<file path="config.mk">
export PLATFORM = sky130hd
export DESIGN_NAME = mem_share_onehot2bin_pipe
export DESIGN_NICKNAME = d
export VERILOG_FILES = /design/src/rtl/memShare_pkg.sv /design/src/rtl/mem_share_onehot_lane_enc.sv /design/src/rtl/mem_share_onehot2bin_pipe.sv
export SDC_FILE = /design/constraint.sdc
export NUM_CORES = 1
export LEC_CHECK = 0
export CAP_MARGIN = 25
export CORE_MARGIN = 4
export CORE_UTILIZATION = 45
export DETAILED_ROUTE_END_ITERATION = 7
export PLACE_DENSITY = 0.84
export SLEW_MARGIN = 20
export SYNTH_ARGS = -nofsm -noshare
export SYNTH_HDL_FRONTEND = slang
export SYNTH_SLANG_ARGS = --single-unit
export TNS_END_PERCENT = 10
</file>
<file path="constraint.sdc">
create_clock -name sys_clk -period 2.37 [get_ports sys_clk]
set_input_delay 0.237 -clock sys_clk [delete_from_list [all_inputs] [get_ports sys_clk]]
set_output_delay 0.237 -clock sys_clk [all_outputs]
set_load 0.05 [all_outputs]
</file>
<file path="src/rtl/memShare_pkg.sv">
// Shared definitions for the memory-share one-hot to binary converter.
// Provides the multi-hot policy encodings, a default error-counter width
// and a constant-evaluable ceil(log2) helper for parameter defaults.
package memShare_pkg;

   localparam int unsigned MH_XOR            = 0;
   localparam int unsigned MH_LOWEST         = 1;
   localparam int unsigned ERR_CNT_WIDTH_DEF = 8;

   // ceil(log2(n)); returns 0 for n <= 1
   function automatic int unsigned clog2(input int unsigned n);
      int unsigned r;
      r = 0;
      for (int unsigned i = 0; i < 32; i++) begin
         if ((64'd1 << i) < 64'(n)) r = i + 1;
      end
      return r;
   endfunction

endpackage

</file>
<file path="src/rtl/mem_share_onehot_lane_enc.sv">
// Single-lane combinational one-hot to binary encoder.
// Ports:
//   onehot      - one-hot request code for one shared-group lane
//   bin_c       - binary index (XOR of set indices or lowest set index on multi-hot)
//   zero_hot_c  - no bit set
//   multi_hot_c - two or more bits set
module mem_share_onehot_lane_enc
   import memShare_pkg::*;
#(
   parameter int unsigned ONEHOT_CODE_LEN = 8,
   parameter int unsigned BIN_CODE_LEN    = 3,
   parameter int unsigned MULTIHOT_POLICY = MH_XOR
) (
   input  logic [ONEHOT_CODE_LEN-1:0] onehot,
   output logic [BIN_CODE_LEN-1:0]    bin_c,
   output logic                       zero_hot_c,
   output logic                       multi_hot_c
);

   logic [BIN_CODE_LEN-1:0] xor_acc;
   logic [BIN_CODE_LEN-1:0] low_idx;
   logic                    seen;
   logic                    multi;

   // Single scan gives both policies; for a true one-hot they coincide.
   always_comb begin
      xor_acc = '0;
      low_idx = '0;
      seen    = 1'b0;
      multi   = 1'b0;
      for (int i = 0; i < int'(ONEHOT_CODE_LEN); i++) begin
         if (onehot[i]) begin
            xor_acc = xor_acc ^ BIN_CODE_LEN'(i);
            if (seen) multi = 1'b1;
            else      low_idx = BIN_CODE_LEN'(i);
            seen = 1'b1;
         end
      end
   end

   assign bin_c       = (MULTIHOT_POLICY == MH_LOWEST) ? low_idx : xor_acc;
   assign zero_hot_c  = !seen;
   assign multi_hot_c = multi;

endmodule

</file>
<file path="src/rtl/mem_share_onehot2bin_pipe.sv">
// Multi-lane, two-stage pipelined one-hot to binary converter with
// valid/ready flow control and a saturating error counter.
// Ports:
//   sys_clk, rst            - clock, synchronous active-high reset
//   in_valid/in_ready       - input handshake (in_ready combinational from out_ready)
//   onehot_i                - CHANNEL_NUM packed one-hot lanes
//   out_valid/out_ready     - output handshake
//   bin_o                   - CHANNEL_NUM packed binary indices
//   zero_hot_o, multi_hot_o - per-lane error flags, aligned with bin_o
//   err_cnt_o, err_cnt_clr  - saturating count of erroneous words, synchronous clear
module mem_share_onehot2bin_pipe
   import memShare_pkg::*;
#(
   parameter int unsigned CHANNEL_NUM     = 4,
   parameter int unsigned ONEHOT_CODE_LEN = 8,
   parameter int unsigned BIN_CODE_LEN    = clog2(ONEHOT_CODE_LEN),
   parameter int unsigned MULTIHOT_POLICY = MH_XOR,
   parameter int unsigned ERR_CNT_WIDTH   = ERR_CNT_WIDTH_DEF
) (
   input  logic                                   sys_clk,
   input  logic                                   rst,
   input  logic                                   in_valid,
   output logic                                   in_ready,
   input  logic [CHANNEL_NUM*ONEHOT_CODE_LEN-1:0] onehot_i,
   output logic                                   out_valid,
   input  logic                                   out_ready,
   output logic [CHANNEL_NUM*BIN_CODE_LEN-1:0]    bin_o,
   output logic [CHANNEL_NUM-1:0]                 zero_hot_o,
   output logic [CHANNEL_NUM-1:0]                 multi_hot_o,
   output logic [ERR_CNT_WIDTH-1:0]               err_cnt_o,
   input  logic                                   err_cnt_clr
);

   localparam int unsigned OH_W  = CHANNEL_NUM * ONEHOT_CODE_LEN;
   localparam int unsigned BIN_W = CHANNEL_NUM * BIN_CODE_LEN;

   logic             s1_valid;
   logic [OH_W-1:0]  s1_data;
   logic             s1_load;
   logic             s2_load;
   logic [BIN_W-1:0] enc_bin;
   logic [CHANNEL_NUM-1:0] enc_zh;
   logic [CHANNEL_NUM-1:0] enc_mh;
   logic             word_err;

   // Stage advance: S2 refills when empty or draining, S1 when empty or S2 takes it.
   assign s2_load  = !out_valid || out_ready;
   assign s1_load  = !s1_valid || s2_load;
   assign in_ready = s1_load;

   // Per-lane encoders between S1 and S2
   for (genvar c = 0; c < int'(CHANNEL_NUM); c++) begin : g_lane
      mem_share_onehot_lane_enc #(
         .ONEHOT_CODE_LEN (ONEHOT_CODE_LEN),
         .BIN_CODE_LEN    (BIN_CODE_LEN),
         .MULTIHOT_POLICY (MULTIHOT_POLICY)
      ) u_enc (
         .onehot      (s1_data[c*ONEHOT_CODE_LEN +: ONEHOT_CODE_LEN]),
         .bin_c       (enc_bin[c*BIN_CODE_LEN +: BIN_CODE_LEN]),
         .zero_hot_c  (enc_zh[c]),
         .multi_hot_c (enc_mh[c])
      );
   end

   assign word_err = |{enc_zh, enc_mh};

   // Pipeline registers and error counter
   always_ff @(posedge sys_clk) begin
      if (rst) begin
         s1_valid    <= 1'b0;
         s1_data     <= '0;
         out_valid   <= 1'b0;
         bin_o       <= '0;
         zero_hot_o  <= '0;
         multi_hot_o <= '0;
         err_cnt_o   <= '0;
      end else begin
         if (s1_load) begin
            s1_valid <= in_valid;
            if (in_valid) s1_data <= onehot_i;
         end
         if (s2_load) begin
            out_valid <= s1_valid;
            if (s1_valid) begin
               bin_o       <= enc_bin;
               zero_hot_o  <= enc_zh;
               multi_hot_o <= enc_mh;
            end
         end
         // Clear wins over a same-cycle increment; saturate at all-ones.
         if (err_cnt_clr) begin
            err_cnt_o <= '0;
         end else if (s2_load && s1_valid && word_err && !(&err_cnt_o)) begin
            err_cnt_o <= err_cnt_o + ERR_CNT_WIDTH'(1);
         end
      end
   end

endmodule
</file>
# Word-level counts from Yosys, hierarchy flattened
# Index checks and enable logic that the tools add are counted.
# op_classes
add_sub_neg,1
n_mux,116
bitwise,24
n_reduce_logical,17
# ops
op,count
1-bit 2-to-1 mux,92
3-bit 2-to-1 mux,16
2-bit inverter,12
2-bit 2-to-1 mux,8
3-bit inverter,4
8-bit by 1-bit adder with 8-bit output (second input constant),1
1-bit inverter (first input constant),8
8-bit AND reduction,1
8-bit OR reduction,1
1-bit logical NOT,7
2-bit AND reduction,2
1-bit logical AND,3
1-bit logical OR,2
2-bit OR reduction,1
# word_totals
regBits,62
in_bits,37
output_inout_bits,30
elab_cells,165

# Longest topological paths before layout
# Gate-level depths: netlist of run 1.
# depth
ltp_word,18
ltp_mapped,10
mapped_depth_nobuf,7

# Hierarchy
# Synthesis of run 1 repeated with hierarchy kept, for this count alone.
# hier_totals
cells_unflattened,362
hier_area_um2,2904.0
# modules_own_cells
module,instances,cells_each,area_each_um2,seq_area_each_um2
mem_share_onehot2bin_pipe,1,290,2313.5,1241.2
mem_share_onehot_lane_enc,4,18,147.6,0.0

# Worst setup path before layout of run 1
# OpenSTA, ideal clock, no wires.
# synth_path
kind,register to register
from,reg s1_data[27]
to,reg err_cnt_o[2]
arrival_ns,2.468
required_ns,2.254
setup_slack_ns,-0.214
stages_incl_launch_ff,10
path_buffers,3
synth_period_minus_slack_ns,2.584
cell_sequence,dfxtp_1 > buf_6 > or4_4 > a2111oi_2 > o21a_1 > nor3_1 > or4b_1 > buf_2 > buf_6 > a41o_1
# synth_between
elab_chain_cells,12
word_cells_on_any_way,18
classes_between,14 x mux; 4 x reduce/logical
# synth_lines
item,line_no,rtl
start: declaration,mem_share_onehot2bin_pipe.sv:38,logic [OH_W-1:0] s1_data;
start signal: assignment,mem_share_onehot2bin_pipe.sv:80,if (in_valid) s1_data <= onehot_i;
1-bit 2-to-1 mux,mem_share_onehot_lane_enc.sv:32,if (onehot[i]) begin
1-bit 2-to-1 mux,mem_share_onehot_lane_enc.sv:34,if (seen) multi = 1'b1;
1-bit 2-to-1 mux,mem_share_onehot_lane_enc.sv:32,
1-bit 2-to-1 mux,mem_share_onehot_lane_enc.sv:34,
1-bit 2-to-1 mux,mem_share_onehot_lane_enc.sv:32,
1-bit 2-to-1 mux,mem_share_onehot_lane_enc.sv:34,
1-bit 2-to-1 mux,mem_share_onehot_lane_enc.sv:32,
1-bit 2-to-1 mux,mem_share_onehot_lane_enc.sv:34,
1-bit 2-to-1 mux,mem_share_onehot_lane_enc.sv:32,
8-bit OR reduction (*),mem_share_onehot2bin_pipe.sv:65,"assign word_err = |{enc_zh, enc_mh};"
1-bit logical AND (*) (2 in series),mem_share_onehot2bin_pipe.sv:93,end else if (s2_load && s1_valid && word_err && !(&err_cnt_o)) begin
end signal: assignment,mem_share_onehot2bin_pipe.sv:94,err_cnt_o <= err_cnt_o + ERR_CNT_WIDTH'(1);
end: declaration,mem_share_onehot2bin_pipe.sv:30,"output logic [ERR_CNT_WIDTH-1:0] err_cnt_o,"
# Every way passes the cells marked *; elsewhere a longest branch is shown, timed or not.
# A chain may end at the register's enable or synchronous reset.

# Final worst setup path of run 1
# layout_path
from,reg s1_data[29]
to,reg err_cnt_o[1]
# layout_between
elab_chain_cells,8
word_cells_on_any_way,12
classes_between,8 x mux; 4 x reduce/logical
# layout_lines
item,line_no
1-bit 2-to-1 mux,mem_share_onehot_lane_enc.sv:32
1-bit 2-to-1 mux,mem_share_onehot_lane_enc.sv:34
1-bit 2-to-1 mux,mem_share_onehot_lane_enc.sv:32
1-bit 2-to-1 mux,mem_share_onehot_lane_enc.sv:34
1-bit 2-to-1 mux,mem_share_onehot_lane_enc.sv:32
8-bit OR reduction (*),mem_share_onehot2bin_pipe.sv:65
1-bit logical AND (*) (2 in series),mem_share_onehot2bin_pipe.sv:93
# Marked as above.

==> summary.md, run 1 <==
| Metric | Value |
|---|---|
| HP Class | `input pin to flop` |
| Antenna violation net count after detailed routing | `0` |
| Fin crit share | `103%` |
| Cells after Synth | `372` |
| Async SR Flop Fraction | `0%` |
| Avg Vias per Cell | `about 5.4` |
| Setup WS pre-CTS | `-0.157 ns` |
| Reg2reg setup slack | `-0.08 ns` |
| Synth cell types | `between 40 and 50` |
| CP max FO | `4` |
| Die extent in x | `a little under 90 um` |
| Largest area contributor in the synthesized netlist | `dfxtp_1` |
| Capture point of the worst reg-to-reg path | `err_cnt_o[1]` |
| Detailed Route WL | `~7300 um` |
| Status | `finished with violations` |
| P_leak | `1.47 nW` |
| Reg area | `approximately 1200 um^2` |
| Fmax | `409 MHz` |
| Worst reg-to-reg path cell count | `8` |
| Design area | `roughly 4000 um^2` |
| Final worst setup slack | `-0.0770 ns` |
| Skew final | `0.0110 ns` |
| Die ar. | `7930 um^2` |
| Final Max Slew Viols | `0` |
| EDFF count, synth | `0` |
| RSZ-0062 raised after global routing | `yes` |
| Critical path arrival | `between 2 and 3 ns` |
| Initial DRC Count | `86` |
| Vias in the first global route | `2759` |
| Via count | `~2800` |
| Die Ht | `89.1 um` |
| Max-Cap Viols | `0` |
| #FFs+latches synth | `62` |
| Maximum VDD drop | `roughly 0.44 mV` |
| Period minus WS final | `2.45 ns` |
| PD cells | `about 640 nW/um^2` |
| Commonest non-fill, non-tap cells in the layout | `nand2_1 (85), clkdlybuf4s50_1 (65), dfxtp_1 (62)` |
| Largest net degree at the start of global routing | `55` |
| Reg2Reg Launch Point | `s1_data[29]` |
| Antenna diode count | `0` |
| Worst Max-Slew Pin Slew | `0.568 ns` |
| CP endpoint kind | `flop` |
| Max H-tree Level | `3` |
| Top_reg_cell synth | `dfxtp_1` |
| Filler cell count | `slightly above 500` |
| Synth area leaders | `dfxtp_1 (42%), nand2_1 (11%), xnor2_1 (9.5%)` |
| Failing checks | `negative setup slack` |
| Synthesized area | `slightly below 3000 um^2` |
| Worst hold path depth | `3` |
| Global Route met2 Usage | `about a third` |
| Final setup fails | `8` |
| Total power | `roughly 2.6 mW` |
| Initial antenna violation count | `0` |
| Worst rel slew slack | `slightly above 60%` |
| Most common cell after layout, fill and taps aside | `nand2_1` |
| DP Wirelength | `between 5000 and 6000 um` |
| Critical path launch point type | `flop` |
| Num CTS Buffers | `9` |
| Synth Warn # | `0` |
| Fin Hold WS | `0.271 ns` |
| Hold-fix buffers at CTS | `0` |
| CTS Root Cell | `clkbuf_8` |
| Initial Utilization | `46.6%` |
| Clk slew on worst S/H paths | `around 0.08 ns` |
| Longest Clk Path Bufs | `2` |
| Placer Congestion | `~0.9` |
| Hold Path Origin | `rst` |
| Core area | `about 6300 um^2` |
| Seq/Total Area, Yosys | `between 40% and 50%` |
| Multi-input gate area | `~1700 um^2` |
| DRC Markers | `0` |
| P&R area growth vs syn | `36.6%` |
| Clock latency at the later pin of the worst-skew pair | `between 0.3 and 0.4 ns` |
| CTS tree | `built` |
| WP data required | `2.65 ns` |
| M3 GR Usage | `3.96%` |
| Crit path kind | `flop to flop` |
| Syn avg cell area | `just under 8 um^2` |
| Nets | `482` |
| Pre-antenna DRT Iters | `4` |
| Worst hold endpoint | `err_cnt_o[6]` |
| GRT Max-Usage Layer | `met2` |
| M1 GR Usage | `about 22%` |
| Global-route wire length before repair | `11900 um` |
| Syn_nets | `between 400 and 500` |
| CTS sink count | `62` |
| Final Hold Viols | `0` |
| Placement row count | `29` |
| Gr usage total | `slightly below 20%` |
| WL per Instance | `about 14 um` |
| I/O pin count | `67` |
| Post-layout util | `between 60% and 70%` |
| Area share of the largest cell type after synthesis | `around two fifths` |
| Layout cells sized above 1 | `13.8%` |
| Placed Area | `around 3800 um^2` |
| GRT overflow | `0` |
| Count of port buffers added during placement | `between 60 and 70` |
through the flow:
stage	setup TNS (ns)	cells
finish	-0.440	526
global route	-1.03	526
CTS	-0.364	526
detailed placement	-1.11	510
global placement	-0.535	510
floorplan	-1.22	372
power breakdown:
group / internal (mW) / leakage [nW] / total [mW] / switching (mW)
logic: 0.285 / 0.877 / 0.605 / 0.320
registers: 1.10 / 0.509 / 1.16 / 0.0578
clock network: 0.379 / 0.0816 / 0.822 / 0.442
total: 1.76 / 1.47 / 2.58 / 0.820
per-layer routing:
metal | routed length [um] | vias to the layer above
li1 | - | 1423
met2 | 3830 | 78
met1 | 2910 | 1308
met4 | 124 | 0
met3 | 463 | 11
met5 | 0 | -
worst max path at each step:
stage	start	endpoint	slack, ns	cells after the start
final	s1_data[29]	err_cnt_o[1]	-0.08	8
after global routing	s1_data[0]	err_cnt_o[4]	-0.15	9
after CTS	s1_data[20]	err_cnt_o[1]	-0.07	8
after detailed placement	s1_data[29]	err_cnt_o[5]	-0.16	7
after global placement	s1_data[29]	err_cnt_o[3]	-0.08	6
after floorplan	s1_data[29]	err_cnt_o[2]	-0.16	9
worst max-delay path, cell delays in order (launching register included):
cell and delay, ns:
dfxtp_1 0.32, or4_4 0.56, a2111oi_4 0.31, o21a_1 0.18, nor3_2 0.05, or4b_4 0.57, buf_6 0.15, nand2_2 0.05
mux2i_1 0.19
area by class of cell:
cell class	instances	area share (%)
Clock inverter	7	1.24
Tap cell	77	2.38
Inverter	1	0.0929
Multi-Input combinational cell	278	41.3
Timing Repair Buffer	92	21.2
Clock buffer	9	3.07
Sequential cell	62	30.7
cells by family (layout without fill, tap and decap cells):
| group | count (synthesis) | count (layout) | share of synthesized area (%) |
|---|---|---|---|
| compound gates | 82 | 82 | 18.2 |
| buf+inv | 32 | 109 | 4.70 |
| simple gates | 160 | 160 | 24.2 |
| flops | 62 | 62 | 42.0 |
| mux | 1 | 1 | 0.338 |
| xor+xnor | 32 | 32 | 9.48 |
| fa+ha+maj | 3 | 3 | 1.10 |
cells in the mapped netlist, types with 3 or more instances:
master / n
and3_1: 3
xnor2_1: 32
a31o_1: 4
nor3_1: 8
nand3_1: 4
clkbuf_1: 24
buf_2: 3
nand2_1: 86
nor4_1: 9
nor2_1: 32
a2111oi_0: 4
or3_1: 3
a21oi_1: 43
dfxtp_1: 62
a211oi_1: 16
state kept, by name, indices dropped and copies added, names as in the netlist:
name,cells
s1_data,32
err_cnt_o,8
out_valid,1
s1_valid,1
zero_hot_o,4
bin_o,12
multi_hot_o,4
what timing repair did:
item | CTS | global route
setup buffers | 0 | 0
gates cloned | 0 | 0
resized for setup | 8 | 6
pin swaps | 1 | 1
setup endpoints to repair | 8 | 8
Note: power is estimated with default switching activity, not from simulation.
==> run 2: changes to the inputs <==
Settings changed: HOLD_SLACK_MARGIN from default to 0.06.
==> results of run 2 <==
Final layout, timing and power as in run 1 (identical DEF).
==> run 3: changes to the inputs <==
Settings changed: CORE_MARGIN 4 to default.
==> run 3 against run 2 <==
First-iteration DRC count increased by 65%. Critical path type unchanged. Die area decreased by 13%. Register-to-register slack got worse by 0.02 ns. Maximum frequency decreased by 0.70%. Sequential power about the same. The flow still finishes with violations (negative setup slack). Non-clock buffer count unchanged. Sequential share of layout area decreased by 0.15 points. Wire length increased by 0.91%.
==> summary.md, run 3 (synthesized netlist as in run 1, its figures left out) <==
| Metric | Value |
|---|---|
| Status | `finished with violations (unchanged)` |
| Failing checks | `negative setup slack (unchanged)` |
| Comb pwr share | `21.7% (was 23.4%)` |
| Placement row count | `29 (unchanged)` |
| Layout cells sized above 1 | `13.4% (was 13.8%)` |
| Clock latency at the later pin of the worst-skew pair | `0.34 ns (was 0.35 ns)` |
| Design area | `4060 um^2 (was 4040 um^2)` |
| PD cells | `688 nW/um^2 (was 639 nW/um^2)` |
| Core area | `6350 um^2 (unchanged)` |
| Avg Vias per Cell | `5.53 (was 5.36)` |
| Placed Area | `3800 um^2 (unchanged)` |
| Commonest non-fill, non-tap cells in the layout | `nand2_1 (85), clkdlybuf4s50_1 (65), dfxtp_1 (61) (was nand2_1 (85), clkdlybuf4s50_1 (65), dfxtp_1 (62))` |
| Initial antenna violation count | `0 (unchanged)` |
| Die Ht | `83.1 um (was 89.1 um)` |
| Maximum VDD drop | `0.496 mV (was 0.443 mV)` |
| Worst reg-to-reg path cell count | `7 (was 8)` |
| CP max FO | `9 (was 4)` |
| Largest Register | `s1_data (unchanged)` |
| Pint | `2.02 mW (was 1.76 mW)` |
| Final Hold Viols | `0 (unchanged)` |
| Skew final | `0.0120 ns (was 0.0110 ns)` |
| Final worst setup slack | `-0.0942 ns (was -0.0770 ns)` |
| Fin crit share | `104% (was 103%)` |
| CTS Root Cell | `clkbuf_8 (unchanged)` |
| Capture point of the worst reg-to-reg path | `err_cnt_o[7] (was err_cnt_o[1])` |
| Period minus WS final | `2.46 ns (was 2.45 ns)` |
| HP Class | `input pin to flop (unchanged)` |
| CTS tree | `built (unchanged)` |
| Post-layout util | `64.0% (was 63.6%)` |
| Longest Clk Path Bufs | `2 (unchanged)` |
| Initial Utilization | `46.6% (unchanged)` |
| Via count | `2902 (was 2820)` |
| Worst rel slew slack | `60.0% (was 62.0%)` |
| RSZ-0062 raised after global routing | `yes (unchanged)` |
| Hold Path Origin | `rst (unchanged)` |
| Pre-antenna DRT Iters | `4 (unchanged)` |
| Max-Cap Viols | `0 (unchanged)` |
| Largest net degree at the start of global routing | `55 (unchanged)` |
| Worst hold endpoint | `err_cnt_o[6] (unchanged)` |
| Final setup fails | `8 (unchanged)` |
| I/O pin count | `67 (unchanged)` |
| Gr usage total | `22.5% (was 19.3%)` |
| Setup WS pre-CTS | `-0.181 ns (was -0.157 ns)` |
| GRT overflow | `0 (unchanged)` |
| Initial DRC Count | `142 (was 86)` |
| WP data required | `2.61 ns (was 2.65 ns)` |
| WL per Instance | `14.1 um (was 13.9 um)` |
| Die ar. | `6900 um^2 (was 7930 um^2)` |
| Max reg flops | `32 (unchanged)` |
| P&R area growth vs syn | `37.4% (was 36.6%)` |
| Antenna violation net count after detailed routing | `0 (unchanged)` |
| Reg2reg setup slack | `-0.09 ns (was -0.08 ns)` |
| Critical path launch point type | `flop (unchanged)` |
| Hold-fix buffers at CTS | `0 (unchanged)` |
| Critical Path Source | `s1_data[29] (unchanged)` |
| Psw | `0.777 mW (was 0.820 mW)` |
| Most common cell after layout, fill and taps aside | `nand2_1 (unchanged)` |
| Post-CTS Repair Setup Buffers | `0 (unchanged)` |
| Seq pwr share | `41.3% (was 44.8%)` |
| Num CTS Buffers | `9 (unchanged)` |
| Final Max Slew Viols | `0 (unchanged)` |
| Global-route wire length before repair | `12500 um (was 11900 um)` |
| Largest registers | `s1_data (32), bin_o (12), err_cnt_o (8) (unchanged)` |
| Nets | `482 (unchanged)` |
| Antenna diode count | `0 (unchanged)` |
| Clk slew on worst S/H paths | `0.07 ns (was 0.08 ns)` |
| Critical path arrival | `2.70 ns (was 2.72 ns)` |
| CTS sink count | `62 (unchanged)` |
| Reg2Reg Launch Point | `s1_data[29] (unchanged)` |
| Vias in the first global route | `2842 (was 2759)` |
| Placer Congestion | `0.852 (was 0.913)` |
| Clock Power Share | `37.0% (was 31.8%)` |
| DP Wirelength | `5160 um (was 5290 um)` |
| CP endpoint kind | `flop (unchanged)` |
| Worst Max-Slew Pin Slew | `0.598 ns (was 0.568 ns)` |
| Die extent in x | `83.1 um (was 89.1 um)` |
| P_leak | `1.50 nW (was 1.47 nW)` |
| Detailed Route WL | `7400 um (was 7330 um)` |
| Fmax | `406 MHz (was 409 MHz)` |
| Worst hold path depth | `3 (unchanged)` |
| Switch share | `27.8% (was 31.7%)` |
| Max H-tree Level | `3 (unchanged)` |
| DRC Markers | `0 (unchanged)` |
| Crit path kind | `flop to flop (unchanged)` |
| Count of port buffers added during placement | `66 (unchanged)` |
## run 3: power by group through the flow
stage | clock [mW] | combinational [mW] | sequential [mW]
after global routing | 1.10 | 0.657 | 1.16
final | 1.04 | 0.606 | 1.15
after detailed placement | 0 | 0.586 | 1.17
after CTS | 1.05 | 0.603 | 1.15
after floorplan | 0 | 0.313 | 1.25
after global placement | 0 | 0.569 | 1.17
## run 3: worst max path at each step
stage | to
global route | err_cnt_o[3]
detailed placement | err_cnt_o[4]
global placement | err_cnt_o[4]
finish | err_cnt_o[7]
floorplan | err_cnt_o[2]
CTS | err_cnt_o[3]
## run 3: layout make-up
type,instances,area (um^2)
clock inverter,4,70.1
sequential,62,1240
tap,77,96.3
timing repair buffer,92,858
inverter,1,3.75
clock buffer,11,151
multi-input combinational,278,1640
fill,503,2290
## run 3: timing repair
action	CTS	global route
endpoints found under the hold margin	0	0
resized for setup	8	4
setup endpoints to repair	8	8
pin swaps	2	1
gates cloned	0	0
## run 3: per-stage QoR
step                      cells  hold slack, ns  total power [mW]  TNS (ns)
final                       525           0.265              2.80    -0.638
after global routing        525           0.275              2.92     -1.26
after detailed placement    510           0.455              1.76     -1.17
after global placement      510           0.446              1.74    -0.542
after floorplan             372           0.354              1.56     -1.22
after CTS                   525           0.255              2.80    -0.524
## run 3: worst max-delay path, cell delays in order (launching register included)
cell and delay (ns):
dfxtp_2 0.32, or4_4 0.56, a2111oi_4 0.31, o21a_1 0.18, nor3_2 0.05, or4b_4 0.59
buf_6 0.17, a31o_1 0.17
## run 3: layer usage
metal	wire length, um	track usage [%]	share of wire, %	up-vias
li1	-	-	-	1422
met1	3000	26.2	41	1334
met2	3660	38.7	49	120
met3	530	6.46	7.2	26
met4	202	8.93	2.7	0
met5	0	0	0	-
